<file path="src/rtl/arm_pkg.sv">
`default_nettype none
// ============================================================================
// Module   : arm_pkg
// Brief    : Shared widths, fetch FSM states and fetch-buffer entry type.
// Revision : 1.0 - initial release
// ============================================================================
package arm_pkg;

    localparam int ADDR_W = 32;
    localparam int INST_W = 32;
    localparam logic [ADDR_W-1:0] RESET_PC = 32'h0000_0000;

    typedef enum logic [1:0] {
        IDLE = 2'd0,
        REQ  = 2'd1,
        WAIT = 2'd2
    } fetch_state_t;

    typedef struct packed {
        logic [ADDR_W-1:0] pc;
        logic [INST_W-1:0] inst;
    } fetch_entry_t;

    function automatic logic [ADDR_W-1:0] word_align(input logic [ADDR_W-1:0] a);
        return a & ~ADDR_W'(3);
    endfunction

endpackage
`default_nettype wire

</file>
<file path="src/rtl/fetch_fifo.sv">
`default_nettype none
// ============================================================================
// Module   : fetch_fifo
// Brief    : Small synchronous FIFO of fetch entries; clear beats push.
// Revision : 1.0 - initial release
// ============================================================================
module fetch_fifo
    import arm_pkg::*;
#(
    parameter int DEPTH = 2,
    localparam int PTR_W = $clog2(DEPTH),
    localparam int CNT_W = PTR_W + 1
) (
    input  logic               clk,
    input  logic               rst,
    input  logic               i_push,
    input  fetch_entry_t       i_data,
    input  logic               i_pop,
    input  logic               i_clear,
    output fetch_entry_t       o_data,
    output logic [CNT_W-1:0]   o_count,
    output logic               o_full,
    output logic               o_empty
);

    fetch_entry_t       r_mem [DEPTH];
    logic [PTR_W-1:0]   r_wr_ptr;
    logic [PTR_W-1:0]   r_rd_ptr;
    logic [CNT_W-1:0]   r_count;
    logic               w_do_push;
    logic               w_do_pop;

    assign o_empty   = (r_count == '0);
    assign o_full    = (r_count == CNT_W'(DEPTH));
    assign o_count   = r_count;
    assign w_do_push = i_push && !o_full;
    assign w_do_pop  = i_pop && !o_empty;

    always_ff @(posedge clk or negedge rst) begin
        if (!rst) begin
            r_wr_ptr <= '0;
            r_rd_ptr <= '0;
            r_count  <= '0;
        end else if (i_clear) begin
            r_wr_ptr <= '0;
            r_rd_ptr <= '0;
            r_count  <= '0;
        end else begin
            if (w_do_push) r_wr_ptr <= r_wr_ptr + PTR_W'(1);
            if (w_do_pop)  r_rd_ptr <= r_rd_ptr + PTR_W'(1);
            if (w_do_push && !w_do_pop)
                r_count <= r_count + CNT_W'(1);
            else if (!w_do_push && w_do_pop)
                r_count <= r_count - CNT_W'(1);
        end
    end

    // Storage needs no reset: the head is masked to zero while empty.
    always_ff @(posedge clk) begin
        if (w_do_push && !i_clear)
            r_mem[r_wr_ptr] <= i_data;
    end

    assign o_data = o_empty ? '0 : r_mem[r_rd_ptr];

endmodule
`default_nettype wire

</file>
<file path="src/rtl/fetch_unit.sv">
`default_nettype none
// ============================================================================
// Module   : fetch_unit
// Brief    : PC owner and req/gnt/rvalid fetcher feeding a small buffer.
// Revision : 1.0 - initial release
// ============================================================================
module fetch_unit
    import arm_pkg::*;
#(
    parameter int                FIFO_DEPTH = 2,
    parameter logic [ADDR_W-1:0] RESET_PC   = arm_pkg::RESET_PC
) (
    input  logic               clk,
    input  logic               rst,
    input  logic               branch_taken,
    input  logic [ADDR_W-1:0]  branch_addr,
    output logic               imem_req,
    output logic [ADDR_W-1:0]  imem_addr,
    input  logic               imem_gnt,
    input  logic               imem_rvalid,
    input  logic [INST_W-1:0]  imem_rdata,
    output logic               out_valid,
    input  logic               out_ready,
    output logic [ADDR_W-1:0]  out_pc,
    output logic [INST_W-1:0]  out_inst
);

    localparam int CNT_W = $clog2(FIFO_DEPTH) + 1;

    fetch_state_t       r_state;
    logic [ADDR_W-1:0]  r_pc;
    logic               r_drop;

    logic [CNT_W-1:0]   w_count;
    logic [CNT_W-1:0]   w_count_next;
    logic               w_full;
    logic               w_empty;
    logic               w_push;
    logic               w_pop;
    logic               w_credit_next;
    fetch_entry_t       w_push_entry;
    fetch_entry_t       w_head;

    // r_pc already holds request address + 4 while waiting for the response.
    assign w_push       = (r_state == WAIT) && imem_rvalid && !r_drop && !branch_taken;
    assign w_pop        = !w_empty && out_ready;
    assign w_push_entry = '{pc: r_pc, inst: imem_rdata};

    fetch_fifo #(
        .DEPTH (FIFO_DEPTH)
    ) u_fifo (
        .clk     (clk),
        .rst     (rst),
        .i_push  (w_push),
        .i_data  (w_push_entry),
        .i_pop   (w_pop),
        .i_clear (branch_taken),
        .o_data  (w_head),
        .o_count (w_count),
        .o_full  (w_full),
        .o_empty (w_empty)
    );

    always_comb begin
        w_count_next = w_count;
        if (branch_taken)
            w_count_next = '0;
        else if (w_push && !w_pop)
            w_count_next = w_count + CNT_W'(1);
        else if (!w_push && w_pop)
            w_count_next = w_count - CNT_W'(1);
    end

    assign w_credit_next = (w_count_next < CNT_W'(FIFO_DEPTH));

    always_ff @(posedge clk or negedge rst) begin
        if (!rst) begin
            r_state <= IDLE;
            r_pc    <= word_align(RESET_PC);
            r_drop  <= 1'b0;
        end else begin
            case (r_state)
                IDLE: begin
                    if (!w_full)
                        r_state <= REQ;
                end
                REQ: begin
                    if (imem_gnt) begin
                        r_state <= WAIT;
                        r_pc    <= r_pc + ADDR_W'(4);
                    end
                end
                WAIT: begin
                    if (imem_rvalid) begin
                        r_drop  <= 1'b0;
                        r_state <= w_credit_next ? REQ : IDLE;
                    end
                end
                default: r_state <= IDLE;
            endcase

            // A redirect overrides the PC; any response still owed is marked stale.
            if (branch_taken) begin
                r_pc <= word_align(branch_addr);
                if (((r_state == WAIT) && !imem_rvalid) || ((r_state == REQ) && imem_gnt))
                    r_drop <= 1'b1;
            end
        end
    end

    assign imem_req  = (r_state == REQ);
    assign imem_addr = r_pc;
    assign out_valid = !w_empty;
    assign out_pc    = w_head.pc;
    assign out_inst  = w_head.inst;

endmodule
`default_nettype wire

</file>
<file path="config.mk">
export PLATFORM = sky130hd
export DESIGN_NAME = fetch_unit
export DESIGN_NICKNAME = d
export VERILOG_FILES = /design/src/rtl/arm_pkg.sv /design/src/rtl/fetch_fifo.sv /design/src/rtl/fetch_unit.sv
export SDC_FILE = /design/constraint.sdc
export NUM_CORES = 1
export LEC_CHECK = 0
export CAP_MARGIN = 20
export CORE_AREA = 3 3 128 130
export DETAILED_ROUTE_END_ITERATION = 10
export DIE_AREA = 0 0 131 133
export HOLD_SLACK_MARGIN = 0.02
export PLACE_DENSITY = 0.72
export REMOVE_ABC_BUFFERS = 1
export SYNTH_ARGS = -nofsm -noshare
export SYNTH_HDL_FRONTEND = slang
export SYNTH_SLANG_ARGS = --single-unit
</file>
<file path="constraint.sdc">
create_clock -name clk -period 5.4 [get_ports clk]
set_input_delay 0.81 -clock clk [delete_from_list [all_inputs] [get_ports clk]]
set_output_delay 0.81 -clock clk [all_outputs]
set_load 0.01 [all_outputs]
</file>
# Word level (Yosys, flattened, before mapping)
# Memories as Yosys holds them, arrays and structs flattened.
# Index checks and enable logic that the tools add are counted.
op_classes:
  n_addsub: 5
  magnitude_cmp: 1
  n_eq_ne: 6
  muxes: 25
  n_reduce_logical: 32
op_table:
  columns: ["cell", "n"]
  rows:
  - ["32-bit 2-to-1 mux", 3]
  - ["64-bit 2-to-1 mux", 1]
  - ["32-bit by 3-bit adder with 32-bit output, second input constant", 1]
  - ["2-bit 2-to-1 mux", 9]
  - ["1-bit logical AND", 13]
  - ["1-bit 2-to-1 mux", 11]
  - ["1-bit zero test", 9]
  - ["2-bit nonzero test", 4]
  - ["2-bit case mux with 3 select lines", 1]
  - ["2-bit equality test, second input constant", 2]
  - ["2-bit zero test", 2]
  - ["2-bit != test, second input constant", 2]
  - ["3-bit AND reduction", 1]
  - ["3-bit nonzero test", 1]
  - ["1-bit adder, second input constant", 2]
  - ["2-bit by 1-bit adder with 2-bit output, second input constant", 1]
  - ["2-bit by 1-bit equality test with 1-bit output, second input constant", 1]
  - ["2-bit < comparator, second input constant", 1]
  - ["2-bit by 1-bit != test with 1-bit output, second input constant", 1]
  - ["2-bit AND reduction", 1]
  - ["2-bit by 1-bit subtractor with 2-bit output, second input constant", 1]
  - ["1-bit logical OR", 1]
totals:
  reg_bits: 39
  ram_bits: 128
  in_bits: 70
  out_inout_bits: 98
  word_cells: 76
  n_memories: 1
memory_table:
  columns: ["name", "depth", "word_bits", "rd", "rd_ports_with_merged_regs", "write_ports", "line", "rtl"]
  rows:
  - ["u_fifo.r_mem", 2, 64, 1, 0, 1, "fetch_fifo.sv:26", "fetch_entry_t r_mem [DEPTH];"]

# Depth between registers and ports, before layout
depth:
  word_depth: 13
  depth_mapped: 8
  depth_no_buf: 7

# Hierarchy
# Synthesis repeated with hierarchy kept, for this count alone.
unflattened:
  hier_cells: 536
  area_unflattened_um2: 7103.1
modules_own_cells:
  columns: ["module", "instances", "cells_each", "area_per_inst_um2", "seq_area_each_um2"]
  rows:
  - ["fetch_fifo", 1, 295, 5026.1, 3943.8]
  - ["fetch_unit", 1, 241, 2077.0, 825.8]

# Least setup slack after synthesis
# OpenSTA, ideal clock, no wires.
synth_path:
  path_type: "input to register"
  start: "input imem_rvalid"
  end: "memory u_fifo.r_mem[0][0] (netlist bit), enable pin"
  setup_ps: 491
  t_arrival_ps: 4129
  required_time_ps: 4909
  setup_slack_ps: 780
  cell_stages: 3
  n_path_buf: 0
  path_cell_list: "nand3b_1 > nor4_4 > nor2b_1"
synth_between:
  elab_chain_len: 7
synth_lines:
  columns: ["item", "line", "rtl"]
  rows:
  - ["from (decl)", "fetch_unit.sv:20", "input logic imem_rvalid,"]
  - ["1-bit logical AND (3 in series)", "fetch_unit.sv:45", "assign w_push = (r_state == WAIT) && imem_rvalid && !r_drop && !branch_taken;"]
  - ["1-bit logical AND", "fetch_fifo.sv:36", "assign w_do_push = i_push && !o_full;"]
  - ["1-bit logical AND", "fetch_fifo.sv:60", "if (w_do_push && !i_clear)"]
  - ["1-bit 2-to-1 mux", "fetch_fifo.sv:60", null]
  - ["1-bit 2-to-1 mux (not written as such)", "fetch_fifo.sv:61", "r_mem[r_wr_ptr] <= i_data;"]
  - ["to (decl)", "fetch_fifo.sv:26", null]
# No other way between the ends.

# Final worst setup path
layout_path:
  start: "register u_fifo.r_count[0], in the netlist u_fifo.o_count[0]"
  end: "output out_pc[16]"
layout_between:
  elab_chain_len: 2
layout_lines:
  columns: ["item", "line", "rtl"]
  rows:
  - ["from (decl)", "fetch_fifo.sv:29", "logic [CNT_W-1:0] r_count;"]
  - ["from (signal assigned)", "fetch_fifo.sv:52", "r_count <= r_count + CNT_W'(1);"]
  - ["from (signal assigned)", "fetch_fifo.sv:54", "r_count <= r_count - CNT_W'(1);"]
  - ["2-bit zero test", "fetch_fifo.sv:33", "assign o_empty = (r_count == '0);"]
  - ["64-bit 2-to-1 mux", "fetch_fifo.sv:64", "assign o_data = o_empty ? '0 : r_mem[r_rd_ptr];"]
  - ["to (decl)", "fetch_unit.sv:24", "output logic [ADDR_W-1:0] out_pc,"]
# No other way between the ends.

==> impl_metrics.py <==
metrics = {
    "cells_and_area": {
        "diodes": 0,
        "nets": 730,
        "fin_cells": 881,
        "fill_cells": 1177,
        "drive_gt1_frac": 0.0716,
        "layout-area-overhead-vs-synth_pct": 35.2,
    },
    "critical_path": {
        "endpoint_kind": "output pin",
        "crit_fanout": 44,
        "max_stage_delay_ns": 0.51,
        "r2r_end": "r_state[0]",
        "crit_end": "out_pc[16]",
        "crit_path_top_delay_cell": "clkdlybuf4s50_1",
        "crit_path_cell_trace": "inv_1, ha_2, buf_4, nor2_1, clkdlybuf4s50_1",
        "startpoint": "u_fifo.o_count[0]",
        "critPathArrivalTime_ns": 2.61,
        "worstReg2RegStart": "u_fifo.o_count[0]",
        "path_class": "reg -> out",
        "reg2reg_depth": 8,
        "reg2reg_slack_ns": 2.66,
        "startpoint_type": "flop",
        "critPathRequiredTime_ns": 4.59,
    },
    "synthesis": {
        "syn_inst": 499,
        "synth_xor_area_frac": 0.0397,
        "yosysTopAreaCell": "edfxtp_1",
        "synth_seq_area_share": 0.680,
        "ys.warnings.count": 0,
        "async_flop_share": 0.230,
        "synthTopCellsByArea": "edfxtp_1 (54%), dfrtp_1 (14%), mux2i_1 (9.7%)",
        "syn_area_um2": 6840,
        "syn_area_per_cell_um2": 13.7,
        "synth_top_area_share": 0.544,
        "synth_top_family_by_area": "simple AND/OR/NAND/NOR gates",
        "synth_compound_area_frac": 0.0296,
        "synth_simple_gate_area_frac": 0.118,
        "synth_common_cells": "edfxtp_1 (124), nor2_1 (69), mux2i_1 (66), nand2_1 (39), dfrtp_1 (37)",
        "synth_most_common_cell": "edfxtp_1",
        "synth_seq_cells": 161,
        "synthMuxAreaShare": 0.102,
        "synth-adder-area-share": 0.00549,
        "synth_top_flop_cell": "edfxtp_1",
        "synth_edf_count": 124,
        "ys_types": 41,
    },
    "drt": {
        "antenna_left": 0,
        "drt_drc_violations_left": 0,
        "wl_um": 15100,
        "drt_iter0_drc": 363,
        "post_drt_wl_per_cell_um": 17.1,
        "vias_per_cell": 5.02,
        "vias": 4425,
        "drt-pass1-iter-count": 5,
    },
    "status": {
        "status": "finished clean",
    },
    "global_routing": {
        "grt_use_met3": 0.0585,
        "grt_max_degree": 67,
        "use_met2": 0.277,
        "met1_usage": 0.229,
        "grt_pass1_vias": 4605,
        "grtUsageTotal": 0.175,
        "antenna_found_initial": 1,
        "overflow": 0,
        "grt_pass1_wl_um": 23400,
        "top_usage_layer": "met2",
    },
    "placement": {
        "gp_congestion": 0.775,
        "hpwl_um": 9610,
        "placed_cells": 848,
        "port_buffers": 161,
    },
    "clock_network": {
        "holdBufCountCts": 0,
        "cts.path.max_buffers": 2,
        "h-tree-depth": 4,
        "clkTransAtPathRegs_ns": 0.06,
        "root_buffer": "clkbuf_16",
        "ctsResizeCount": 0,
        "clock-sinks": 161,
        "cts_setup_buffers": 0,
        "clk_latency_ns": 0.42,
        "tritoncts": "yes",
        "numCtsBuffers": 17,
    },
    "timing": {
        "finalCriticalPeriod_ns": 3.42,
        "rsz0062_at_grt": "false",
        "fin_skew_ns": 0.00837,
        "drv_slew": 0,
        "slew_headroom": 0.379,
        "fmax_mhz": 293,
        "final-setup-viol-count": 0,
        "min_period_over_period": 0.633,
        "fin_setup_tns_ns": 0,
        "worst_pin_slew_ns": 0.932,
        "finalHoldViolations": 0,
    },
    "hold_path": {
        "hp-class": "in -> async",
    },
    "die": {
        "row_count": 45,
        "fp.coreArea_um2": 15300,
        "die_w_um": 131,
        "dieArea_um2": 17400,
        "ios": 168,
        "start_util": 0.448,
        "dieHeight_um": 133,
    },
    "power_and_ir_drop": {
        "cellPowerDensity_nw_per_um2": 419,
        "vdd_drop_max_v": 0.000224,
        "p_leak_nw": 3.16,
        "power.total_mw": 3.87,
    },
    "job": {
        "maxCapViolCount": 0,
    },
}
## worst min-delay path by stage
stage	to	slack, ns	start	cells past startpoint
6_report	imem_addr[18]	0.53	rst	1
5_1_grt	u_fifo.r_mem[0][63]	0.57	imem_addr[31]	0
4_1_cts	imem_addr[18]	0.54	rst	1
3_5_place_dp	u_fifo.r_mem[1][63]	0.53	imem_addr[31]	0
3_3_place_gp	u_fifo.r_mem[1][63]	0.52	imem_addr[31]	0
2_1_floorplan	u_fifo.r_wr_ptr	0.46	u_fifo.r_wr_ptr	1
## kinds of logic (layout without fill, tap and decap cells)
logic type | Yosys count | in the layout
AO/OA/AOI/OAI | 37 | 37
XOR/XNOR | 31 | 31
adder cells (fa/ha/maj) | 3 | 3
buffers and inverters | 35 | 203
flip-flops | 161 | 161
multiplexers | 69 | 69
other | 1 | 4
AND/OR/NAND/NOR | 162 | 162
## through the flow
| step | util | hold slack [ns] | setup slack, ns | instance area [um2] |
|---|---|---|---|---|
| after floorplan | - | 0.464 | 0.780 | 6700 |
| after global placement | 0.564 | 0.516 | 2.20 | 8610 |
| after detailed placement | 0.564 | 0.526 | 2.13 | 8610 |
| after CTS | 0.604 | 0.542 | 1.95 | 9220 |
| after global routing | 0.606 | 0.567 | 1.79 | 9250 |
| final | 0.606 | 0.533 | 1.98 | 9250 |
## layout make-up
cell class	count	area, um2	share of cell area
flip-flops and latches	161	4650	0.503
clock inverters	13	181	0.0196
multi-input cells	306	2040	0.221
well taps	211	264	0.0285
clock buffers	19	433	0.0468
inverters	6	22.5	0.00244
repair buffers	165	1650	0.179
## critical path, delay by kind of cell, from the launching register on
family / cells / cell delay (ns)
simple gates: 1 / 0.14
flops: 1 / 0.41
buf+inv: 3 / 1.12
fa+ha+maj: 1 / 0.48
## power by group
part	internal [mW]	leakage [nW]	total [mW]	switching (mW)
registers	1.40	1.57	1.51	0.109
clock network	0.775	0.300	1.25	0.475
logic	0.595	1.29	1.11	0.517
total	2.77	3.16	3.87	1.10
## sequential cells by signal (all words and copies together), names as in the netlist
register / flops
u_fifo.r_rd_ptr: 1
u_fifo.r_wr_ptr: 1
u_fifo.o_count: 2
r_drop: 1
r_state: 2
u_fifo.r_mem: 124
imem_addr: 30
## routing by layer
metal | up-vias | wire [um] | part of all wire
met5 | - | 13 | 0.00086
met4 | 2 | 113 | 0.0075
met3 | 14 | 1140 | 0.075
met2 | 156 | 7170 | 0.48
met1 | 2140 | 6640 | 0.44
li1 | 2113 | - | -
## layout by cell type (no fill, tap or decap), types with 3 or more instances in the layout
cell and count:
xor2_1 17, xnor2_1 14, nor2_1 69, nand2_1 39, nor3_1 4, inv_1 6
inv_6 3, and3_1 10, clkinv_2 3, and4_1 4, mux2i_1 66, conb_1 4
buf_4 3, clkbuf_16 17, mux2_2 3, nand4_1 11, edfxtp_1 124, nand3_1 8
o21ai_1 3, dfrtp_1 36, o21ai_0 28, bufinv_16 4, clkdlybuf4s50_1 159
(Power assumes the default switching activity.)
